===== config.mk =====
export PLATFORM = sky130hd
export DESIGN_NAME = alu_result_stage
export DESIGN_NICKNAME = d
export VERILOG_FILES = /design/src/rtl/alu_pkg.sv /design/src/rtl/alu_flag_gen.sv /design/src/rtl/alu_result_stage.sv
export SDC_FILE = /design/constraint.sdc
export NUM_CORES = 1
export LEC_CHECK = 0
export CAP_MARGIN = 10
export CORE_MARGIN = 3
export CORE_UTILIZATION = 30
export DETAILED_ROUTE_END_ITERATION = 10
export DONT_BUFFER_PORTS = 1
export PLACE_DENSITY = 0.56
export SLEW_MARGIN = 20
export SYNTH_ARGS = -nofsm -noshare
export SYNTH_HDL_FRONTEND = slang
export SYNTH_SLANG_ARGS = --single-unit
export TNS_END_PERCENT = 30

===== constraint.sdc =====
create_clock -name clk -period 4.1 [get_ports clk]
set_clock_uncertainty 0.2 [all_clocks]
set_input_delay 0.82 -clock clk [delete_from_list [all_inputs] [get_ports clk]]
set_output_delay 0.82 -clock clk [all_outputs]
set_load 0.1 [all_outputs]

===== src/rtl/alu_pkg.sv =====
`default_nettype none
// ============================================================================
// Module      : alu_pkg
// Description : Shared opcode encodings, flag bit positions and datapath width
//               for the ALU writeback stage and its flag generator.
// Revision    : 1.0 - initial release
// ============================================================================
package alu_pkg;

  // Datapath width of the upstream CLA-based ALU
  localparam int ALU_WIDTH = 16;

  // ALU opcodes; op[2] doubles as the B-invert control
  localparam logic [2:0] OP_AND = 3'b000;
  localparam logic [2:0] OP_OR  = 3'b001;
  localparam logic [2:0] OP_ADD = 3'b010;
  localparam logic [2:0] OP_SUB = 3'b110;
  localparam logic [2:0] OP_SLT = 3'b111;

  // Bit positions inside the 4-bit {Z,N,C,V} flag vector
  localparam int FLG_Z = 3;
  localparam int FLG_N = 2;
  localparam int FLG_C = 1;
  localparam int FLG_V = 0;

  // Only the adder opcodes produce a meaningful carry and overflow
  function automatic logic op_is_arith(input logic [2:0] op);
    return (op == OP_ADD) || (op == OP_SUB);
  endfunction

endpackage : alu_pkg
`default_nettype wire


===== src/rtl/alu_flag_gen.sv =====
`default_nettype none
// ============================================================================
// Module      : alu_flag_gen
// Description : Combinational {Z,N,C,V} derivation from a raw ALU result.
//               C and V are only passed through for ADD/SUB; logical ops,
//               SLT and undefined opcodes report them as zero.
// Revision    : 1.0 - initial release
// ============================================================================
module alu_flag_gen
  import alu_pkg::*;
#(
  parameter int WIDTH = ALU_WIDTH
) (
  input  logic [WIDTH-1:0] result_i,
  input  logic             cout_i,
  input  logic             ovf_i,
  input  logic [2:0]       op_i,
  output logic [3:0]       flags_o
);

  // Z/N come straight from the result; C/V gated by the opcode class
  always_comb begin
    flags_o        = '0;
    flags_o[FLG_Z] = (result_i == '0);
    flags_o[FLG_N] = result_i[WIDTH-1];
    if (op_is_arith(op_i)) begin
      flags_o[FLG_C] = cout_i;
      flags_o[FLG_V] = ovf_i;
    end
  end

endmodule : alu_flag_gen
`default_nettype wire


===== src/rtl/alu_result_stage.sv =====
`default_nettype none
// ============================================================================
// Module      : alu_result_stage
// Description : Registered writeback stage behind the 16-bit ALU. Flags are
//               derived on the push path, entries are buffered in a small
//               FIFO and handed to register-file writeback via valid/ready.
//               The architectural status register captures the flags of
//               every retired entry.
//               Optional feature macro: ALU_STICKY_OVF_EN adds clr_sticky and
//               a sticky overflow bit set by any retired V=1 entry.
// Revision    : 1.0 - initial release
// ============================================================================
module alu_result_stage
  import alu_pkg::*;
#(
  parameter int WIDTH  = ALU_WIDTH,
  parameter int DEPTH  = 2,
  parameter int DEST_W = 3
) (
  input  logic                     clk,
  input  logic                     reset,
  input  logic                     flush,
  input  logic                     in_valid,
  output logic                     in_ready,
  input  logic [WIDTH-1:0]         in_result,
  input  logic                     in_cout,
  input  logic                     in_overflow,
  input  logic [2:0]               in_op,
  input  logic [DEST_W-1:0]        in_dest,
  output logic                     out_valid,
  input  logic                     out_ready,
  output logic [WIDTH-1:0]         out_result,
  output logic [DEST_W-1:0]        out_dest,
  output logic [3:0]               out_flags,
  output logic [3:0]               status,
  output logic [$clog2(DEPTH):0]   count
`ifdef ALU_STICKY_OVF_EN
  ,
  input  logic                     clr_sticky,
  output logic                     sticky_ovf
`endif
);

  localparam int AW = $clog2(DEPTH);
  localparam int CW = AW + 1;
  localparam logic [CW-1:0] FULL_COUNT = CW'(DEPTH);

  // FIFO storage (no reset needed: occupancy gates visibility)
  logic [WIDTH-1:0]  res_q  [DEPTH];
  logic [DEST_W-1:0] dest_q [DEPTH];
  logic [3:0]        flg_q  [DEPTH];

  logic [AW-1:0] wr_ptr_q, wr_ptr_d;
  logic [AW-1:0] rd_ptr_q, rd_ptr_d;
  logic [CW-1:0] count_q,  count_d;
  logic [3:0]    status_q, status_d;

  logic       push;
  logic       pop;
  logic [3:0] push_flags;

  alu_flag_gen #(
    .WIDTH (WIDTH)
  ) u_flag_gen (
    .result_i (in_result),
    .cout_i   (in_cout),
    .ovf_i    (in_overflow),
    .op_i     (in_op),
    .flags_o  (push_flags)
  );

  // Handshake qualifiers depend only on registered occupancy
  assign in_ready  = (count_q != FULL_COUNT);
  assign out_valid = (count_q != '0);
  assign push      = in_valid && in_ready;
  assign pop       = out_valid && out_ready;

  // Head entry is presented as zero whenever the FIFO is empty
  assign out_result = out_valid ? res_q[rd_ptr_q]  : '0;
  assign out_dest   = out_valid ? dest_q[rd_ptr_q] : '0;
  assign out_flags  = out_valid ? flg_q[rd_ptr_q]  : '0;
  assign status     = status_q;
  assign count      = count_q;

  // Next-state for pointers, occupancy and status; flush discards the cycle's handshakes
  always_comb begin
    wr_ptr_d = wr_ptr_q;
    rd_ptr_d = rd_ptr_q;
    count_d  = count_q;
    status_d = status_q;
    if (flush) begin
      wr_ptr_d = '0;
      rd_ptr_d = '0;
      count_d  = '0;
    end else begin
      if (push) begin
        wr_ptr_d = wr_ptr_q + AW'(1);
      end
      if (pop) begin
        rd_ptr_d = rd_ptr_q + AW'(1);
        status_d = out_flags;
      end
      case ({push, pop})
        2'b10:   count_d = count_q + CW'(1);
        2'b01:   count_d = count_q - CW'(1);
        default: count_d = count_q;
      endcase
    end
  end

  // Control state register; reset dominates flush
  always_ff @(posedge clk) begin
    if (reset) begin
      wr_ptr_q <= '0;
      rd_ptr_q <= '0;
      count_q  <= '0;
      status_q <= '0;
    end else begin
      wr_ptr_q <= wr_ptr_d;
      rd_ptr_q <= rd_ptr_d;
      count_q  <= count_d;
      status_q <= status_d;
    end
  end

  // Write the incoming result and its derived flags into the tail slot
  always_ff @(posedge clk) begin
    if (push && !reset && !flush) begin
      res_q[wr_ptr_q]  <= in_result;
      dest_q[wr_ptr_q] <= in_dest;
      flg_q[wr_ptr_q]  <= push_flags;
    end
  end

`ifdef ALU_STICKY_OVF_EN
  logic sticky_q, sticky_d;

  // A retiring V=1 entry wins over a coincident clear
  always_comb begin
    sticky_d = sticky_q;
    if (!flush && pop && out_flags[FLG_V]) begin
      sticky_d = 1'b1;
    end else if (clr_sticky) begin
      sticky_d = 1'b0;
    end
  end

  // Sticky overflow register
  always_ff @(posedge clk) begin
    if (reset) begin
      sticky_q <= 1'b0;
    end else begin
      sticky_q <= sticky_d;
    end
  end

  assign sticky_ovf = sticky_q;
`endif

endmodule : alu_result_stage
`default_nettype wire


==> results of run 1 <==
==> flip-flops by register name (all words and copies together), names as in the netlist, named ones only <==
register / flops
res_q: 30
flg_q: 8
dest_q: 6
status: 4
count: 2
rd_ptr_q: 1
wr_ptr_q: 1
==> power by group through the flow <==
stage                     combinational [mW]  clock (mW)  sequential, mW
final                                  0.177       0.285           0.603
after global routing                   0.185       0.325           0.605
after CTS                              0.179       0.302           0.604
after detailed placement               0.179           0           0.616
after global placement                 0.176           0           0.615
after floorplan                        0.133           0           0.621
==> how the worst max path moves through the flow <==
stage,to,slack (ps),depth (start not counted)
floorplan,dest_q[0][0]$_DFFE_PP_,-280,3
global placement,out_flags[0],1500,4
detailed placement,out_flags[1],1480,4
CTS,out_flags[1],1130,4
global route,out_flags[1],1020,4
finish,out_flags[1],1170,4
==> logic make-up after synthesis <==
family / Yosys count
xor+xnor: 3
fa+ha+maj: 1
compound gates: 13
mux: 22
simple gates: 44
flops: 53
buf+inv: 10
==> critical path, delay by kind of cell, from the launching register on <==
family | cells | cell delay (ps)
buffers and inverters | 2 | 630
DFF | 1 | 610
muxes | 1 | 300
and+or+nand+nor | 1 | 50
==> metrics by stage <==
stage	power (mW)	hold WS [ps]	instance area (um2)	TNS, ps
after CTS	1.08	329	2560	0
after global routing	1.11	342	2560	0
after floorplan	0.754	281	2120	-12490
final	1.07	323	2560	0
after global placement	0.791	296	2470	0
after detailed placement	0.795	303	2470	0
==> cells in the mapped netlist, types with 2 or more instances <==
cell type  count
dfxtp_1        9
o21ai_0        5
or3_1          5
inv_1          3
and3b_1        2
nor4_1         4
mux2i_1       22
buf_4          2
edfxtp_1      44
nor3_1         2
a21oi_1        5
xnor2_1        2
clkbuf_1       3
nor2_1        26
==> cell type report <==
type / count / area, um2
well taps: 93 / 116
inverters: 3 / 11.3
clock inverters: 3 / 20.0
multi-input cells: 83 / 623
fillers: 642 / 4050
flip-flops and latches: 53 / 1500
repair buffers: 29 / 218
clock buffers: 5 / 68.8
==> per-layer routing <==
metal  vias to the layer above  GRT usage (%)  part of all wire [%]
met4                         0           2.30                  0.29
met1                       571           12.3                    41
met2                        49           17.8                    49
li1                        588              -                     -
met5                         -              0                     0
met3                         2           5.59                   9.9
==> metrics.md, run 1 <==
| Metric | Value |
|---|---|
| Most frequent cells in the layout | 44 x edfxtp_1, 29 x buf_4, 22 x mux2i_1 |
| Worst setup EP type | output pin |
| CP Cell Sequence | buf_4 > mux2i_1 > nor2_2 > buf_4 |
| Total track usage | about a tenth |
| Clock tree sinks | 53 |
| Post-synth top flop | edfxtp_1 |
| Finished Core Util | 38.7% |
| Synth Area in Adders | 0.591% |
| Req. time, crit path | 3080 ps |
| EDFF count, synth | 44 |
| Leak | ~0.84 nW |
| Vias in the first global route | 1342 |
| WP data arrival | 1910 ps |
| Later-pin clock latency in the skew report | 300 ps |
| DR WL/cell | 15.6 um |
| Clock buffer depth | 2 |
| Comb pwr share | 16.7% |
| Initial antenna violation count | 0 |
| Placed Cells | 261 |
| Max-capacitance violation count | 0 |
| Io pins | 60 |
| Seq/Total Area, Yosys | a little under three quarters |
| Post-CTS sizing | 0 |
| Post-DP HPWL | 3010 um |
| Sequential Power Share | 56.6% |
| Most common cell after layout, fill and taps aside | edfxtp_1 |
| Placement Setup Slack | 1480 ps |
| Post-route DRC | 0 |
| Core ar. | 6600 um2 |
| First-pass GRT wire length | approximately 7000 um |
| ANT cells | 0 |
| Synthesized area per cell | around 14 um2 |
| Worst hold stages | 2 |
| Synth Area in Compound Gates | roughly 3.5% |
| Reg2reg end | count[1]$_SDFFE_PP0P_ |
| Drt first pass iters | 4 |
| Global route overflow | 0 |
| Area of the mapped netlist | between 2000 and 2500 um2 |
| Placer congestion estimate | 0.678 |
| Worst setup path class | reg2out |
| Area delta synth->final | 20.9% |
| Worst reg2reg startpoint | count[0]$_SDFFE_PP0P_ |
| Htree depth | 2 |
| Row count | 29 |
| Hold Crit Start | rd_ptr_q$_SDFFE_PP0P_ |
| Synth top area share | 62.4% |
| PnR worst setup slack | 1170 ps |
| Ys async rst share | 0% |
| Netlist cell types | 26 |
| CTS Buf Count | 5 |
| # port buffers | 0 |
| Worst hold path class | reg2reg |
| Largest net degree at the start of global routing | 24 |
| Internal cell power | roughly 750 uW |
| Seq cells post-synth | 53 |
| Fmax | 0.341 GHz |
| Clk network pwr share | about a quarter |
| Worst r2r path cells | 6 |
| Setup crit start kind | flop |
| Relative slew slack | 34.3% |
| Mapped Nets | 176 |
| VDD IR max | 205 uV |
| Die width | 90.0 um |
| Crit path top cell by count | buf_4 |
| Clock slew at reported path FFs | 90 ps |
| Final ANT Viol Nets | 0 |
| Slowest cell on the critical path | dfxtp_1 |
| Die area | a little over 8000 um2 |
| Cell taking the most area after synthesis | edfxtp_1 |
| Outcome | finished clean |
| CTS tree | built |
| Period Utilization, post-route | 71.5% |
| Final non-filler cell total | 269 |
| Unrepaired setup endpoints after global routing | false |
| Max FO, Critical Path | 15 |
| Main combinational cell family by area after synthesis | multiplexers |
| Synth Area in XOR/XNOR | 1.24% |
| DRT Wirelength | 4190 um |
| Final worst path period need | 2930 ps |
| Post-CTS setup buffers | 0 |
| Psw | roughly 320 uW |
| Register-to-Register Setup Slack | 1860 ps |
| Cells after synthesis | 146 |
| Switching Fraction | between 20% and 30% |
| Root buf cell | clkbuf_8 |
| Top post-synthesis cells by area | edfxtp_1 62%, mux2i_1 10%, dfxtp_1 8.5%, nor2_1 4.6%, or3_1 1.5% |
| Count of final hold-check violations | 0 |
| Initial Util | 32.0% |
| Post-DR vias/cell | 4.50 |
| Hold buffer count at cts | 0 |
| Vias | approximately 1.2k |
| Synth Area in Simple Gates | 9.99% |
| Slew @ Worst Pin | roughly 980 ps |
| Fraction of layout cells with a size suffix above 1 | a little over a third |
| Pwr Density | 416 nW/um2 |
| Fin nets | approximately 210 |
| Post-synthesis mux area share | 10.4% |
| Initial DRC count | 46 |
| Die span in y | 90.0 um |
| Worst path max stage delay | 610 ps |
| Yosys warnings | 0 |
| Final Setup Violations | 0 |
| Slew Limit Fails | 0 |
No activity file was read; power rests on OpenSTA's default activity.
==> run 2: changes to the inputs <==
==> constraint.sdc (replaced) <==
create_clock -name clk -period 2.8 [get_ports clk]
set_clock_uncertainty 0.2 [all_clocks]
set_input_delay 0.56 -clock clk [delete_from_list [all_inputs] [get_ports clk]]
set_output_delay 0.56 -clock clk [all_outputs]
set_load 0.1 [all_outputs]
==> metrics.md, run 2 (synthesis gave the netlist of run 1 again) <==
| Metric | Value |
|---|---|
| Outcome | finished clean |
| Vias | 1242 |
| Final worst path period need | 2450 ps |
| Worst setup EP type | output pin |
| Initial DRC count | between 60 and 70 |
| Die span in y | 90.0 um |
| Storage cell area | 1510 um2 |
| Io pins | 60 |
| DRT Wirelength | 4420 um |
| Initial antenna violation count | 0 |
| Multi-input gate area | 638 um2 |
| Die area | about 8100 um2 |
| Later-pin clock latency in the skew report | 300 ps |
| Slew Limit Fails | 0 |
| # port buffers | 0 |
| Period Utilization, post-route | 87.4% |
| Relative slew slack | 66.1% |
| WP data arrival | 1690 ps |
| Clock tree sinks | 53 |
| Hold buffer count at cts | 0 |
| Sum Neg Setup Slack | 0 ps |
| Post-DP HPWL | 3330 um |
| ANT cells | 0 |
| DR WL/cell | 16.1 um |
| Htree depth | 2 |
| Req. time, crit path | 2040 ps |
| Largest regs | res_q (30), flg_q (8), dest_q (6) |
| Worst hold path class | in2reg |
| Slew @ Worst Pin | 507 ps |
| Most frequent cells in the layout | 44 x edfxtp_1, 22 x mux2i_1, 22 x buf_12 |
| Max-capacitance violation count | 0 |
| Most common cell after layout, fill and taps aside | edfxtp_1 |
| Final Setup Violations | 0 |
| Largest net degree at the start of global routing | 23 |
| Largest register FFs | 30 |
| Area delta synth->final | 36.9% |
| Max FO, Critical Path | 13 |
| Clock buffer depth | 2 |
| Die width | 90.0 um |
| VDD IR max | around 300 uV |
| CTS tree | built |
| Unrepaired setup endpoints after global routing | false |
| CTS Buf Count | 5 |
| Core ar. | 6600 um2 |
| Post-CTS setup buffers | 0 |
| Root buf cell | clkbuf_8 |
| Fmax | 0.409 GHz |
| Drt first pass iters | 3 |
| Post-route DRC | 0 |
| Clock slew at reported path FFs | approximately 90 ps |
| Global route overflow | 0 |
| Total track usage | between 10% and 20% |
| Row count | 29 |
| Leak | 0.942 nW |
| Final hold slack | around 110 ps |
| Post-DR vias/cell | ~4.5 |
| Pwr Density | around 550 nW/um2 |
| First-pass GRT wire length | 7100 um |
| Setup crit start kind | flop |
| Vias in the first global route | 1394 |
| Count of final hold-check violations | 0 |
| Placer congestion estimate | 0.692 |
| Initial Util | between 30% and 40% |
| Final ANT Viol Nets | 0 |
| Fraction of layout cells with a size suffix above 1 | 39.6% |
| Largest register by flop count | res_q |
| Worst setup path class | reg2out |
| Fill cells | 608 |
| Fin nets | 211 |
run 2: cell count changes in the layout (fill, tap and decap cells not counted), sizes merged:
cell,previous run,this run
clkbuf,5,6
inv,4,3
buf,29,35
run 2: cell type report:
cell class / instances / area share (%)
clock inverter: 2 / 0.389
inverter: 3 / 0.389
tap: 93 / 4.02
multi-input combinational: 83 / 22.0
clock buffer: 6 / 2.51
sequential: 53 / 52.1
timing repair buffer: 35 / 18.6
run 2: path summary, 6_finish.rpt:
check / startpoint / to / slack, ps / depth (start not counted)
worst min-delay path: reset / status[2]$_SDFFE_PP0P_ / 110 / 1
worst min register to register: status[1]$_SDFFE_PP0P_ / status[1]$_SDFFE_PP0P_ / 280 / 2
worst max register to register: count[0]$_SDFFE_PP0P_ / count[1]$_SDFFE_PP0P_ / 600 / 6
worst max-delay path: count[1]$_SDFFE_PP0P_ / out_valid / 350 / 4
run 2: timing repair:
item / in CTS / in global routing
resized for setup: 1 / 0
endpoints found under the setup margin: 1 / 0
hold endpoints to repair: 0 / 0
run 2: worst max-delay path: stages, from the launching register on:
cell and delay (ps):
dfxtp_4 360, nor2_4 420, buf_4 310, inv_1 60, buf_4 230
run 2: layer usage:
| metal | up-vias | global-route usage, % | part of all wire (%) |
|---|---|---|---|
| li1 | 601 | - | - |
| met1 | 600 | 11.2 | 35 |
| met2 | 37 | 20.7 | 56 |
| met3 | 4 | 5.84 | 8.7 |
| met4 | 0 | 3.83 | 0.91 |
| met5 | - | 0 | 0 |
run 2: power breakdown:
part	switching [mW]	internal (mW)	total [mW]
registers	0.00617	0.868	0.874
logic	0.227	0.0963	0.323
clock network	0.231	0.174	0.405
run 2: metrics by stage:
| stage | power (mW) | setup slack [ps] | instance area [um2] | utilization (%) | instances |
|---|---|---|---|---|---|
| finish | 1.60 | 354 | 2900 | 43.9 | 275 |
| global route | 1.69 | 211 | 2900 | 43.9 | 275 |
| CTS | 1.62 | 294 | 2900 | 43.9 | 275 |
| detailed placement | 1.22 | 313 | 2810 | 42.5 | 267 |
| global placement | 1.21 | 328 | 2810 | 42.5 | 267 |
| floorplan | 1.12 | 63.7 | 2210 | - | 146 |
==> run 3: changes to the inputs <==
--- a/config.mk
+++ b/config.mk
@@ -6,7 +6,7 @@
 export NUM_CORES = 1
 export LEC_CHECK = 0
 export CAP_MARGIN = 10
-export CORE_MARGIN = 3
+export CORE_MARGIN = 4
 export CORE_UTILIZATION = 30
 export DETAILED_ROUTE_END_ITERATION = 10
 export DONT_BUFFER_PORTS = 1
==> constraint.sdc (replaced) <==
create_clock -name clk -period 2.9 [get_ports clk]
set_clock_uncertainty 0.2 [all_clocks]
set_input_delay 0.58 -clock clk [delete_from_list [all_inputs] [get_ports clk]]
set_output_delay 0.58 -clock clk [all_outputs]
set_load 0.1 [all_outputs]
==> metrics.md, run 3 (synthesis gave the netlist of run 1 again) <==
| Metric | Value |
|---|---|
| Slew Limit Fails | 0 |
| Largest net degree at the start of global routing | 24 |
| WP data arrival | 1630 ps |
| Die width | 92.0 um |
| Post-CTS sizing | 0 |
| Max-capacitance violation count | 0 |
| Fmax | 0.416 GHz |
| Worst setup EP type | output pin |
| Slew @ Worst Pin | 967 ps |
| Die span in y | 92.0 um |
| Most common cell after layout, fill and taps aside | edfxtp_1 |
| Hold Path End | status[2]$_SDFFE_PP0P_ |
| Storage cell area | about 1500 um2 |
| Final non-filler cell area | 2910 um2 |
| Fraction of layout cells with a size suffix above 1 | 39.0% |
| Post-DR vias/cell | about 4.6 |
| Htree depth | 2 |
| Hold Crit Start | reset |
| Relative slew slack | a little over a third |
| Req. time, crit path | 2120 ps |
| Final Setup Violations | 0 |
| Post-DP HPWL | a little under 3000 um |
| CTS tree | built |
| Cell Area, Placed | 2800 um2 |
| Largest register FFs | 30 |
| VDD IR max | 294 uV |
| Setup crit start kind | flop |
| Clock slew at reported path FFs | approximately 90 ps |
| Io pins | 60 |
| Worst r2r path cells | 5 |
| Register-to-Register Setup Slack | 820 ps |
| Later-pin clock latency in the skew report | 290 ps |
| Sum Neg Setup Slack | 0 ps |
| DRT Wirelength | 4240 um |
| Placer congestion estimate | 0.663 |
| Clock tree sinks | 53 |
| Post-route DRC | 0 |
| Worst hold stages | 1 |
| Fin nets | 207 |
| Worst reg2reg startpoint | count[0]$_SDFFE_PP0P_ |
| Max FO, Critical Path | 23 |
| Hold buffer count at cts | 0 |
| Reg2reg end | count[1]$_SDFFE_PP0P_ |
| Global route overflow | 0 |
| Post-CTS setup buffers | 0 |
| Total Power | ~1.6 mW |
| Most frequent cells in the layout | 44 x edfxtp_1, 23 x buf_12, 22 x mux2i_1 |
| Area delta synth->final | 37.4% |
| Outcome | finished clean |
| Vias in the first global route | 1331 |
| ANT cells | 0 |
| Clock buffer depth | 2 |
| Row count | 30 |
| Worst hold path class | in2reg |
| Final hold slack | between 100 and 150 ps |
| Initial antenna violation count | 0 |
| Fill cells | 642 |
| Die area | 8460 um2 |
| First-pass GRT wire length | 6620 um |
| Final ANT Viol Nets | 0 |
| CTS Buf Count | 5 |
| Initial DRC count | 24 |
| Period Utilization, post-route | 83.0% |
| Multi-input gate area | 638 um2 |
| Drt first pass iters | 3 |
| DR WL/cell | about 16 um |
| Worst setup path class | reg2out |
| Root buf cell | clkbuf_8 |
| Leak | 0.939 nW |
| Final worst path period need | 2410 ps |
| Vias | 1249 |
| Total track usage | about a tenth |
| Largest register by flop count | res_q |
| Initial Util | 31.0% |
| Pwr Density | 565 nW/um2 |
| Unrepaired setup endpoints after global routing | false |
| Largest regs | res_q (30), flg_q (8), dest_q (6) |
| Core ar. | about 6800 um2 |
| Count of final hold-check violations | 0 |
| # port buffers | 0 |
[run 3: cell count changes in the layout (fill, tap and decap cells not counted), sizes merged]
| cell | previous run | this run |
|---|---|---|
| buf | 35 | 31 |
| bufinv | 0 | 1 |
| clkbuf | 6 | 5 |
| clkinv | 1 | 0 |
| clkinvlp | 1 | 0 |
| inv | 3 | 4 |
[run 3: per-stage QoR]
| stage | cells | worst slack [ps] | utilization [%] |
|---|---|---|---|
| floorplan | 146 | 144 | - |
| global placement | 266 | 817 | 41.0 |
| detailed placement | 266 | 782 | 41.0 |
| CTS | 273 | 439 | 42.5 |
| global route | 273 | 386 | 42.5 |
| finish | 273 | 494 | 42.5 |
[run 3: worst max path at each step]
stage,from,to,slack [ps],depth (start not counted)
finish,count[1]$_SDFFE_PP0P_,out_result[12],490,4
global route,flop,out_result[15],390,4
CTS,flop,out_result[15],440,4
detailed placement,flop,out_result[15],780,4
global placement,flop,out_flags[2],820,4
floorplan,count[1]$_SDFFE_PP0P_,out_result[15],140,4
[run 3: metal layers]
layer | vias to the layer above | part of all wire (%) | global-route usage [%]
met2 | 43 | 52 | 18.2
met3 | 4 | 8.9 | 4.84
met5 | - | 0 | 0
li1 | 594 | - | -
met1 | 608 | 38 | 10.7
met4 | 0 | 0.83 | 3.47
[run 3: critical path, cell delays in order (launching register included)]
cell	delay (ps)
dfxtp_4	590
nor2_4	60
buf_4	260
nor2_2	210
buf_12	190
[run 3: final cells by class]
type | instances | area share (%)
inverters | 3 | 0.387
well taps | 96 | 4.13
flip-flops and latches | 53 | 51.9
clock buffers | 5 | 2.37
repair buffers | 31 | 17.9
clock inverters | 2 | 1.33
multi-input cells | 83 | 22.0
[run 3: power breakdown]
| part | internal [mW] | switching [mW] | leakage (nW) |
|---|---|---|---|
| Sequential | 0.838 | 0.0203 | 0.481 |
| Clock | 0.256 | 0.228 | 0.0546 |
| Combinational | 0.0929 | 0.206 | 0.404 |
